### config.mk
export PLATFORM = sky130hd
export DESIGN_NAME = axi_dma_wr_burst_flat
export DESIGN_NICKNAME = d
export VERILOG_FILES = /design/src/rtl/axi_dma_wr_burst_if.sv /design/src/rtl/axi_dma_wr_burst.sv /design/src/flat_wrapper.sv
export SDC_FILE = /design/constraint.sdc
export NUM_CORES = 1
export LEC_CHECK = 0
export BUFFER_PORTS_ARGS = -buffer_cell sky130_fd_sc_hd__buf_2
export CAP_MARGIN = 20
export CORE_MARGIN = 1.5
export CORE_UTILIZATION = 35
export CTS_BUF_LIST = sky130_fd_sc_hd__clkbuf_4
export CTS_CLUSTER_DIAMETER = 50
export DETAILED_ROUTE_END_ITERATION = 8
export GPL_ROUTABILITY_DRIVEN = 0
export SLEW_MARGIN = 10
export SYNTH_ARGS = -nofsm -noshare
export SYNTH_HDL_FRONTEND = slang
export SYNTH_SLANG_ARGS = --single-unit
### constraint.sdc
create_clock -name clk -period 4.8 [get_ports clk]
set_clock_uncertainty 0.15 [all_clocks]
set_input_delay 0.24 -clock clk [delete_from_list [all_inputs] [get_ports clk]]
set_output_delay 0.24 -clock clk [all_outputs]
set_load 0.03 [all_outputs]
### src/rtl/axi_dma_wr_burst_if.sv
// Write-DMA bus bundle: the input beat stream plus the AXI4 AW/W/B channels.
// The master modport is the DMA side; the slave modport is the stream source/interconnect side.
interface axi_dma_wr_burst_if #(
    parameter int AXI_WIDTH_AD = 32,
    parameter int AXI_WIDTH_DA = 64,
    parameter int AXI_WIDTH_ID = 4
);
    localparam int AXI_WIDTH_DS = AXI_WIDTH_DA / 8;

    logic [AXI_WIDTH_DA-1:0] s_data;
    logic                    s_valid;
    logic                    s_ready;

    logic                    M_AWVALID;
    logic                    M_AWREADY;
    logic [AXI_WIDTH_AD-1:0] M_AWADDR;
    logic [7:0]              M_AWLEN;
    logic [2:0]              M_AWSIZE;
    logic [1:0]              M_AWBURST;
    logic [AXI_WIDTH_ID-1:0] M_AWID;

    logic                    M_WVALID;
    logic                    M_WREADY;
    logic [AXI_WIDTH_DA-1:0] M_WDATA;
    logic [AXI_WIDTH_DS-1:0] M_WSTRB;
    logic                    M_WLAST;

    logic                    M_BVALID;
    logic                    M_BREADY;
    logic [1:0]              M_BRESP;

    modport master (
        input  s_data, s_valid, M_AWREADY, M_WREADY, M_BVALID, M_BRESP,
        output s_ready, M_AWVALID, M_AWADDR, M_AWLEN, M_AWSIZE, M_AWBURST, M_AWID,
               M_WVALID, M_WDATA, M_WSTRB, M_WLAST, M_BREADY
    );

    modport slave (
        output s_data, s_valid, M_AWREADY, M_WREADY, M_BVALID, M_BRESP,
        input  s_ready, M_AWVALID, M_AWADDR, M_AWLEN, M_AWSIZE, M_AWBURST, M_AWID,
               M_WVALID, M_WDATA, M_WSTRB, M_WLAST, M_BREADY
    );
endinterface

### src/rtl/axi_dma_wr_burst.sv
// AXI4 write-DMA master: splits a job into INCR bursts (max length, 4 KB safe), one outstanding; first AWVALID 2 cycles after start.
// W beats pass straight through from the stream, so s_valid/M_WREADY stalls propagate combinationally with no bubbles.
module axi_dma_wr_burst #(
    parameter int BITS_TRANS   = 18,
    parameter int AXI_WIDTH_AD = 32,
    parameter int AXI_WIDTH_DA = 64,
    parameter int AXI_WIDTH_DS = AXI_WIDTH_DA / 8,
    parameter int AXI_WIDTH_ID = 4,
    parameter int MAX_BURST    = 16,
    parameter int AXI_ID       = 0
) (
    input  logic                    clk,
    input  logic                    rstn,
    input  logic                    start_dma,
    input  logic [AXI_WIDTH_AD-1:0] start_addr,
    input  logic [BITS_TRANS-1:0]   num_trans,
    output logic                    busy_o,
    output logic                    done_o,
    output logic                    err_o,
    output logic [7:0]              err_cnt_o,
    axi_dma_wr_burst_if.master      bus
);
    localparam int SZ = $clog2(AXI_WIDTH_DS);

    typedef enum logic [2:0] {IDLE, CALC, ADDR, DATA, RESP} state_t;

    state_t                  state, state_nxt;
    logic [AXI_WIDTH_AD-1:0] addr;
    logic [BITS_TRANS-1:0]   rem;
    logic [8:0]              len;
    logic [8:0]              beat_cnt;
    logic [AXI_WIDTH_AD-1:0] awaddr;
    logic [7:0]              awlen;
    logic [12:0]             bnd_beats;
    logic [8:0]              len_calc;
    logic                    beat_fire;
    logic                    last_beat;

    // Beats left before the next 4 KB page, then the smallest of the three limits.
    always_comb begin
        bnd_beats = (13'd4096 - {1'b0, addr[11:0]}) >> SZ;
        len_calc  = 9'(MAX_BURST);
        if (32'(rem) < 32'(len_calc))
            len_calc = 9'(rem);
        if (32'(bnd_beats) < 32'(len_calc))
            len_calc = 9'(bnd_beats);
    end

    assign beat_fire = (state == DATA) && bus.s_valid && bus.M_WREADY;
    assign last_beat = (beat_cnt == len - 9'd1);

    always_comb begin
        state_nxt = state;
        case (state)
            IDLE: if (start_dma && !done_o) state_nxt = CALC;
            CALC: state_nxt = (rem == '0) ? IDLE : ADDR;
            ADDR: if (bus.M_AWREADY) state_nxt = DATA;
            DATA: if (beat_fire && last_beat) state_nxt = RESP;
            RESP: if (bus.M_BVALID) state_nxt = CALC;
            default: state_nxt = IDLE;
        endcase
    end

    always_ff @(posedge clk or negedge rstn) begin
        if (!rstn) begin
            state     <= IDLE;
            addr      <= '0;
            rem       <= '0;
            len       <= '0;
            beat_cnt  <= '0;
            awaddr    <= '0;
            awlen     <= '0;
            busy_o    <= 1'b0;
            done_o    <= 1'b0;
            err_o     <= 1'b0;
            err_cnt_o <= '0;
        end else begin
            state  <= state_nxt;
            done_o <= 1'b0;
            case (state)
                IDLE: if (start_dma && !done_o) begin
                    addr      <= start_addr & ~AXI_WIDTH_AD'(AXI_WIDTH_DS - 1);
                    rem       <= num_trans;
                    err_o     <= 1'b0;
                    err_cnt_o <= '0;
                    busy_o    <= 1'b1;
                end
                CALC: if (rem == '0) begin
                    done_o <= 1'b1;
                    busy_o <= 1'b0;
                end else begin
                    len      <= len_calc;
                    awaddr   <= addr;
                    awlen    <= 8'(len_calc - 9'd1);
                    beat_cnt <= '0;
                end
                DATA: if (beat_fire) beat_cnt <= beat_cnt + 9'd1;
                RESP: if (bus.M_BVALID) begin
                    // A failed burst is only recorded; its data is already gone.
                    if (bus.M_BRESP != 2'b00) begin
                        err_o <= 1'b1;
                        if (err_cnt_o != 8'hFF) err_cnt_o <= err_cnt_o + 8'd1;
                    end
                    addr <= addr + AXI_WIDTH_AD'({len, {SZ{1'b0}}});
                    rem  <= rem - BITS_TRANS'(len);
                end
                default: ;
            endcase
        end
    end

    assign bus.M_AWVALID = (state == ADDR);
    assign bus.M_AWADDR  = awaddr;
    assign bus.M_AWLEN   = awlen;
    assign bus.M_AWSIZE  = 3'(SZ);
    assign bus.M_AWBURST = 2'b01;
    assign bus.M_AWID    = AXI_WIDTH_ID'(AXI_ID);
    assign bus.M_WVALID  = (state == DATA) && bus.s_valid;
    assign bus.M_WDATA   = (state == DATA) ? bus.s_data : '0;
    assign bus.M_WSTRB   = (state == DATA) ? '1 : '0;
    assign bus.M_WLAST   = (state == DATA) && last_beat;
    assign bus.s_ready   = (state == DATA) && bus.M_WREADY;
    assign bus.M_BREADY  = (state == RESP);
endmodule

### src/flat_wrapper.sv
// flat-port wrapper written by rule: the top's interface ports become plain ports
module axi_dma_wr_burst_flat 
#(
    parameter int BITS_TRANS   = 18,
    parameter int AXI_WIDTH_AD = 32,
    parameter int AXI_WIDTH_DA = 64,
    parameter int AXI_WIDTH_DS = AXI_WIDTH_DA / 8,
    parameter int AXI_WIDTH_ID = 4,
    parameter int MAX_BURST    = 16,
    parameter int AXI_ID       = 0
)
  (clk, rstn, start_dma, start_addr, num_trans, busy_o, done_o, err_o, err_cnt_o, bus_s_data, bus_s_valid, bus_M_AWREADY, bus_M_WREADY, bus_M_BVALID, bus_M_BRESP, bus_s_ready, bus_M_AWVALID, bus_M_AWADDR, bus_M_AWLEN, bus_M_AWSIZE, bus_M_AWBURST, bus_M_AWID, bus_M_WVALID, bus_M_WDATA, bus_M_WSTRB, bus_M_WLAST, bus_M_BREADY);
  axi_dma_wr_burst_if #(.AXI_WIDTH_AD(AXI_WIDTH_AD), .AXI_WIDTH_DA(AXI_WIDTH_DA), .AXI_WIDTH_ID(AXI_WIDTH_ID)) bus_i ();
  input  logic clk;
  input  logic rstn;
  input  logic start_dma;
  input  logic [AXI_WIDTH_AD-1:0] start_addr;
  input  logic [BITS_TRANS-1:0] num_trans;
  output logic busy_o;
  output logic done_o;
  output logic err_o;
  output logic [7:0] err_cnt_o;
  input wire logic [$bits(bus_i.s_data)-1:0] bus_s_data;
  input wire logic [$bits(bus_i.s_valid)-1:0] bus_s_valid;
  input wire logic [$bits(bus_i.M_AWREADY)-1:0] bus_M_AWREADY;
  input wire logic [$bits(bus_i.M_WREADY)-1:0] bus_M_WREADY;
  input wire logic [$bits(bus_i.M_BVALID)-1:0] bus_M_BVALID;
  input wire logic [$bits(bus_i.M_BRESP)-1:0] bus_M_BRESP;
  output wire logic [$bits(bus_i.s_ready)-1:0] bus_s_ready;
  output wire logic [$bits(bus_i.M_AWVALID)-1:0] bus_M_AWVALID;
  output wire logic [$bits(bus_i.M_AWADDR)-1:0] bus_M_AWADDR;
  output wire logic [$bits(bus_i.M_AWLEN)-1:0] bus_M_AWLEN;
  output wire logic [$bits(bus_i.M_AWSIZE)-1:0] bus_M_AWSIZE;
  output wire logic [$bits(bus_i.M_AWBURST)-1:0] bus_M_AWBURST;
  output wire logic [$bits(bus_i.M_AWID)-1:0] bus_M_AWID;
  output wire logic [$bits(bus_i.M_WVALID)-1:0] bus_M_WVALID;
  output wire logic [$bits(bus_i.M_WDATA)-1:0] bus_M_WDATA;
  output wire logic [$bits(bus_i.M_WSTRB)-1:0] bus_M_WSTRB;
  output wire logic [$bits(bus_i.M_WLAST)-1:0] bus_M_WLAST;
  output wire logic [$bits(bus_i.M_BREADY)-1:0] bus_M_BREADY;
  assign bus_i.s_data = bus_s_data;
  assign bus_i.s_valid = bus_s_valid;
  assign bus_i.M_AWREADY = bus_M_AWREADY;
  assign bus_i.M_WREADY = bus_M_WREADY;
  assign bus_i.M_BVALID = bus_M_BVALID;
  assign bus_i.M_BRESP = bus_M_BRESP;
  assign bus_s_ready = bus_i.s_ready;
  assign bus_M_AWVALID = bus_i.M_AWVALID;
  assign bus_M_AWADDR = bus_i.M_AWADDR;
  assign bus_M_AWLEN = bus_i.M_AWLEN;
  assign bus_M_AWSIZE = bus_i.M_AWSIZE;
  assign bus_M_AWBURST = bus_i.M_AWBURST;
  assign bus_M_AWID = bus_i.M_AWID;
  assign bus_M_WVALID = bus_i.M_WVALID;
  assign bus_M_WDATA = bus_i.M_WDATA;
  assign bus_M_WSTRB = bus_i.M_WSTRB;
  assign bus_M_WLAST = bus_i.M_WLAST;
  assign bus_M_BREADY = bus_i.M_BREADY;
  axi_dma_wr_burst #(.BITS_TRANS(BITS_TRANS), .AXI_WIDTH_AD(AXI_WIDTH_AD), .AXI_WIDTH_DA(AXI_WIDTH_DA), .AXI_WIDTH_DS(AXI_WIDTH_DS), .AXI_WIDTH_ID(AXI_WIDTH_ID), .MAX_BURST(MAX_BURST), .AXI_ID(AXI_ID)) u_core (.clk(clk), .rstn(rstn), .start_dma(start_dma), .start_addr(start_addr), .num_trans(num_trans), .busy_o(busy_o), .done_o(done_o), .err_o(err_o), .err_cnt_o(err_cnt_o), .bus(bus_i));
endmodule
==> run metrics <==
status=finished clean; Peak VDD IR=0.390 mV; Top Family by Delay on Critical Path=simple AND/OR/NAND/NOR gates; Synth Area in XOR/XNOR=0.0430; CTS tree=done; worst path required time=5.09 ns; main combinational cell family by area after synthesis=simple AND/OR/NAND/NOR gates; crit-path cells=or4_1 -> nor4_4 -> and2_2 -> nand2_1 -> ha_1 -> nor3_1 -> o211ai_1 -> a31o_1 -> o21ai_4 -> a21oi_1 -> a21oi_4 -> ha_1 -> nand2_1 -> or3_1 -> nor2_1 -> xor2_1 -> nand3_1 -> o311ai_0; DRC viols=0; Wirelength per Cell=15.9 um; Synth Area in Compound Gates=0.185; std cell rows=54; Post-CTS Setup Inserts=0; antenna violations before repair=0; endpoint class of the critical path=register; syn_area_per_cell=8.23 um^2; FF/Latch Area=2900 um^2; maximum clock rate=227 MHz; R2R Setup Slk=0.39 ns; Die W=152 um; fin crit period=4.41 ns; clock sink total=116; WL final=23900 um; DR vias/cell=5.25; Hold Crit Depth=4; Clock Path Buffers=2; Syn. warnings=0; DP Area=9080 um^2; port bufs=244; Syn Inst Count=941; Initial DRT Pass Iterations=5; die area=23000 um^2; I/O pin total=260; Seq/Total Area, Yosys=0.375; Mapped Area=7740 um^2; Hold Path End=u_core.state[1]; first-pass GRT wire length=37000 um; Worst-path clk slew=0.11 ns; Tot Pwr=6.57 mW; # nets final=1362; EDFF count, synth=0; fin crit share=0.919; crit path buf inv count=0; Worst Hold Launch=bus_s_valid; CP max FO=11; DP Worst Slack=0.397 ns; Multi-input gate area=4390 um^2; H-Tree Level Count=4; PwrDens=662 nW/um^2; Yosys cell types=73; ys async rst share=1.00; fillers=2194; Initial Utilization=0.356; setup TNS=0 ns; slew margin rel.=0.335; clk root buf=clkbuf_4; r2r startpoint=u_core.rem[9]; Die Y-Extent=152 um; max incr delay on CP=0.57 ns; Yosys reg bits=116; post-route setup slack=0.387 ns; Final Hold Fails=0; CP max stage cell=or4_1; initial DRC count=405; worst skew pair latency=0.54 ns; Worst EP arrival=4.70 ns; max-slew violations=0; maxcap violations=0; HP Class=in -> reg; Worst Reg-to-Reg Cells=18; area delta synth->final=28.3%; Setup CP Type=reg -> reg; total congestion overflow=0; HPWL after DPL=17200 um; leading cell types in the layout, fill and taps excluded=buf_2, nand2_1, dfrtp_1; Worst R2R End=u_core.bus.M_AWLEN[6]; Leak=4.93 nW; CTS Hold Buffers Added=54; all-layer global routing usage=0.206; Vias=7871; RSZ-0062 raised after global routing=no; vias in the first global route=7279; post-route cell area=9930 um^2; Synth Area in Simple Gates=0.266; final setup violation count=0; ANT nets after route=0; worst slew pin tran=0.998 ns; largest net degree at the start of global routing=80; fraction of the mapped netlist area in adder cells=0.0553; share of cells above drive strength 1=0.256; CTS Buf Count=17; commonest non-fill, non-tap cell in the layout=buf_2; mux share of post-synthesis cell area=0.00711; crit path launch type=register; post-cts resize count=0; CORE AREA=21800 um^2; Post-synth top flop=dfrtp_1
-- registers in the layout (all words and copies together) (netlist names) --
| register | count |
|---|---|
| u_core.addr | 29 |
| u_core.beat_cnt | 9 |
| u_core.bus.M_AWADDR | 29 |
| u_core.bus.M_AWLEN | 8 |
| u_core.busy_o | 1 |
| u_core.done_o | 1 |
| u_core.err_cnt_o | 8 |
| u_core.err_o | 1 |
| u_core.len | 9 |
| u_core.rem | 18 |
| u_core.state | 3 |
-- synth_stat cells, drive strengths merged (3+ instances only) --
master | number | area (um^2)
nor3 | 25 | 125
ha | 31 | 388
o211ai | 7 | 52.6
o22a | 9 | 78.8
dfrtp | 116 | 2900
a31oi | 11 | 68.8
a21boi | 3 | 22.5
a21o | 7 | 53.8
o31ai | 4 | 30.0
nor2 | 63 | 236
or3 | 10 | 63.8
a311oi | 8 | 70.1
nand2b | 4 | 25.0
mux2i | 4 | 40.0
a21oi | 59 | 307
o2111ai | 3 | 26.3
buf | 38 | 244
o21a | 4 | 30.0
xor2 | 16 | 140
o22ai | 9 | 56.3
o21ai | 53 | 277
nand2 | 150 | 563
nor4 | 7 | 73.8
a31o | 4 | 35.0
a211oi | 6 | 45.0
inv | 32 | 120
xnor2 | 22 | 193
nand4 | 9 | 56.3
and4 | 3 | 26.3
clkbuf | 42 | 158
nand3 | 37 | 190
a41oi | 4 | 35.0
o311ai | 3 | 26.3
and3 | 81 | 508
or2 | 3 | 18.8
and2 | 12 | 78.8
a2bb2oi | 8 | 70.1
or4 | 5 | 41.3
nor2b | 6 | 37.5
-- final cells by class --
class / instances / area share
Tap cell: 280 / 0.0353
Sequential cell: 116 / 0.292
Multi-Input combinational cell: 726 / 0.442
Clock inverter: 12 / 0.0115
Timing Repair Buffer: 312 / 0.191
Inverter: 33 / 0.0125
Antenna cell: 1 / 0.000252
Clock buffer: 20 / 0.0151
-- worst reg2reg max path: stages, from the launching register on --
cell and delay [ns]:
dfrtp_1 0.43, or4_1 0.58, nor4_4 0.27, and2_2 0.34, nand2_1 0.12, ha_1 0.21
nor3_1 0.18, o211ai_1 0.11, a31o_1 0.29, o21ai_4 0.21, a21oi_1 0.14, a21oi_4 0.15
ha_1 0.24, nand2_1 0.08, or3_1 0.34, nor2_1 0.12, xor2_1 0.16, nand3_1 0.09
o311ai_0 0.12
-- routing by layer --
metal | share of wire | vias up | GRT usage
met3 | 0.055 | 38 | 0.0362
met1 | 0.43 | 3711 | 0.261
met4 | 0.025 | 0 | 0.0760
li1 | - | 3842 | -
met5 | 0 | - | 0
met2 | 0.49 | 280 | 0.349
-- worst max-delay path by stage --
stage               slack, ns      startpoint  cells after the start               endpoint
global placement         0.47   u_core.rem[9]                     17  u_core.bus.M_AWLEN[6]
CTS                      0.39   u_core.rem[9]                     18  u_core.bus.M_AWLEN[6]
detailed placement       0.40   u_core.rem[9]                     18  u_core.bus.M_AWLEN[6]
finish                   0.39   u_core.rem[9]                     18  u_core.bus.M_AWLEN[6]
floorplan                0.54  u_core.rem[10]                     19  u_core.bus.M_AWLEN[6]
global route             0.03   u_core.rem[9]                     18  u_core.bus.M_AWLEN[6]
-- kinds of logic after synthesis --
kind of cell / Yosys count
xor gates and xnor gates: 38
buffers and inverters: 113
AOI/OAI and AO/OA: 217
DFF: 116
and+or+nand+nor: 417
other: 2
adders and majority gates: 33
muxes: 5
-- report_power, final --
group          total, mW  switching [mW]  leakage, nW  internal [mW]
logic               4.00            2.56         3.37           1.44
registers           1.87           0.491         1.41           1.38
clock network      0.699           0.383        0.143          0.317
-- through the flow --
stage	hold slack [ns]	utilization	std cells
3_3_place_gp	0.304	0.417	1411
6_report	0.0440	0.456	1500
2_1_floorplan	-0.206	-	955
5_1_grt	0.0593	0.456	1499
3_5_place_dp	0.309	0.417	1411
4_1_cts	0.0334	0.454	1497
No activity file was read; power rests on OpenSTA's default activity.
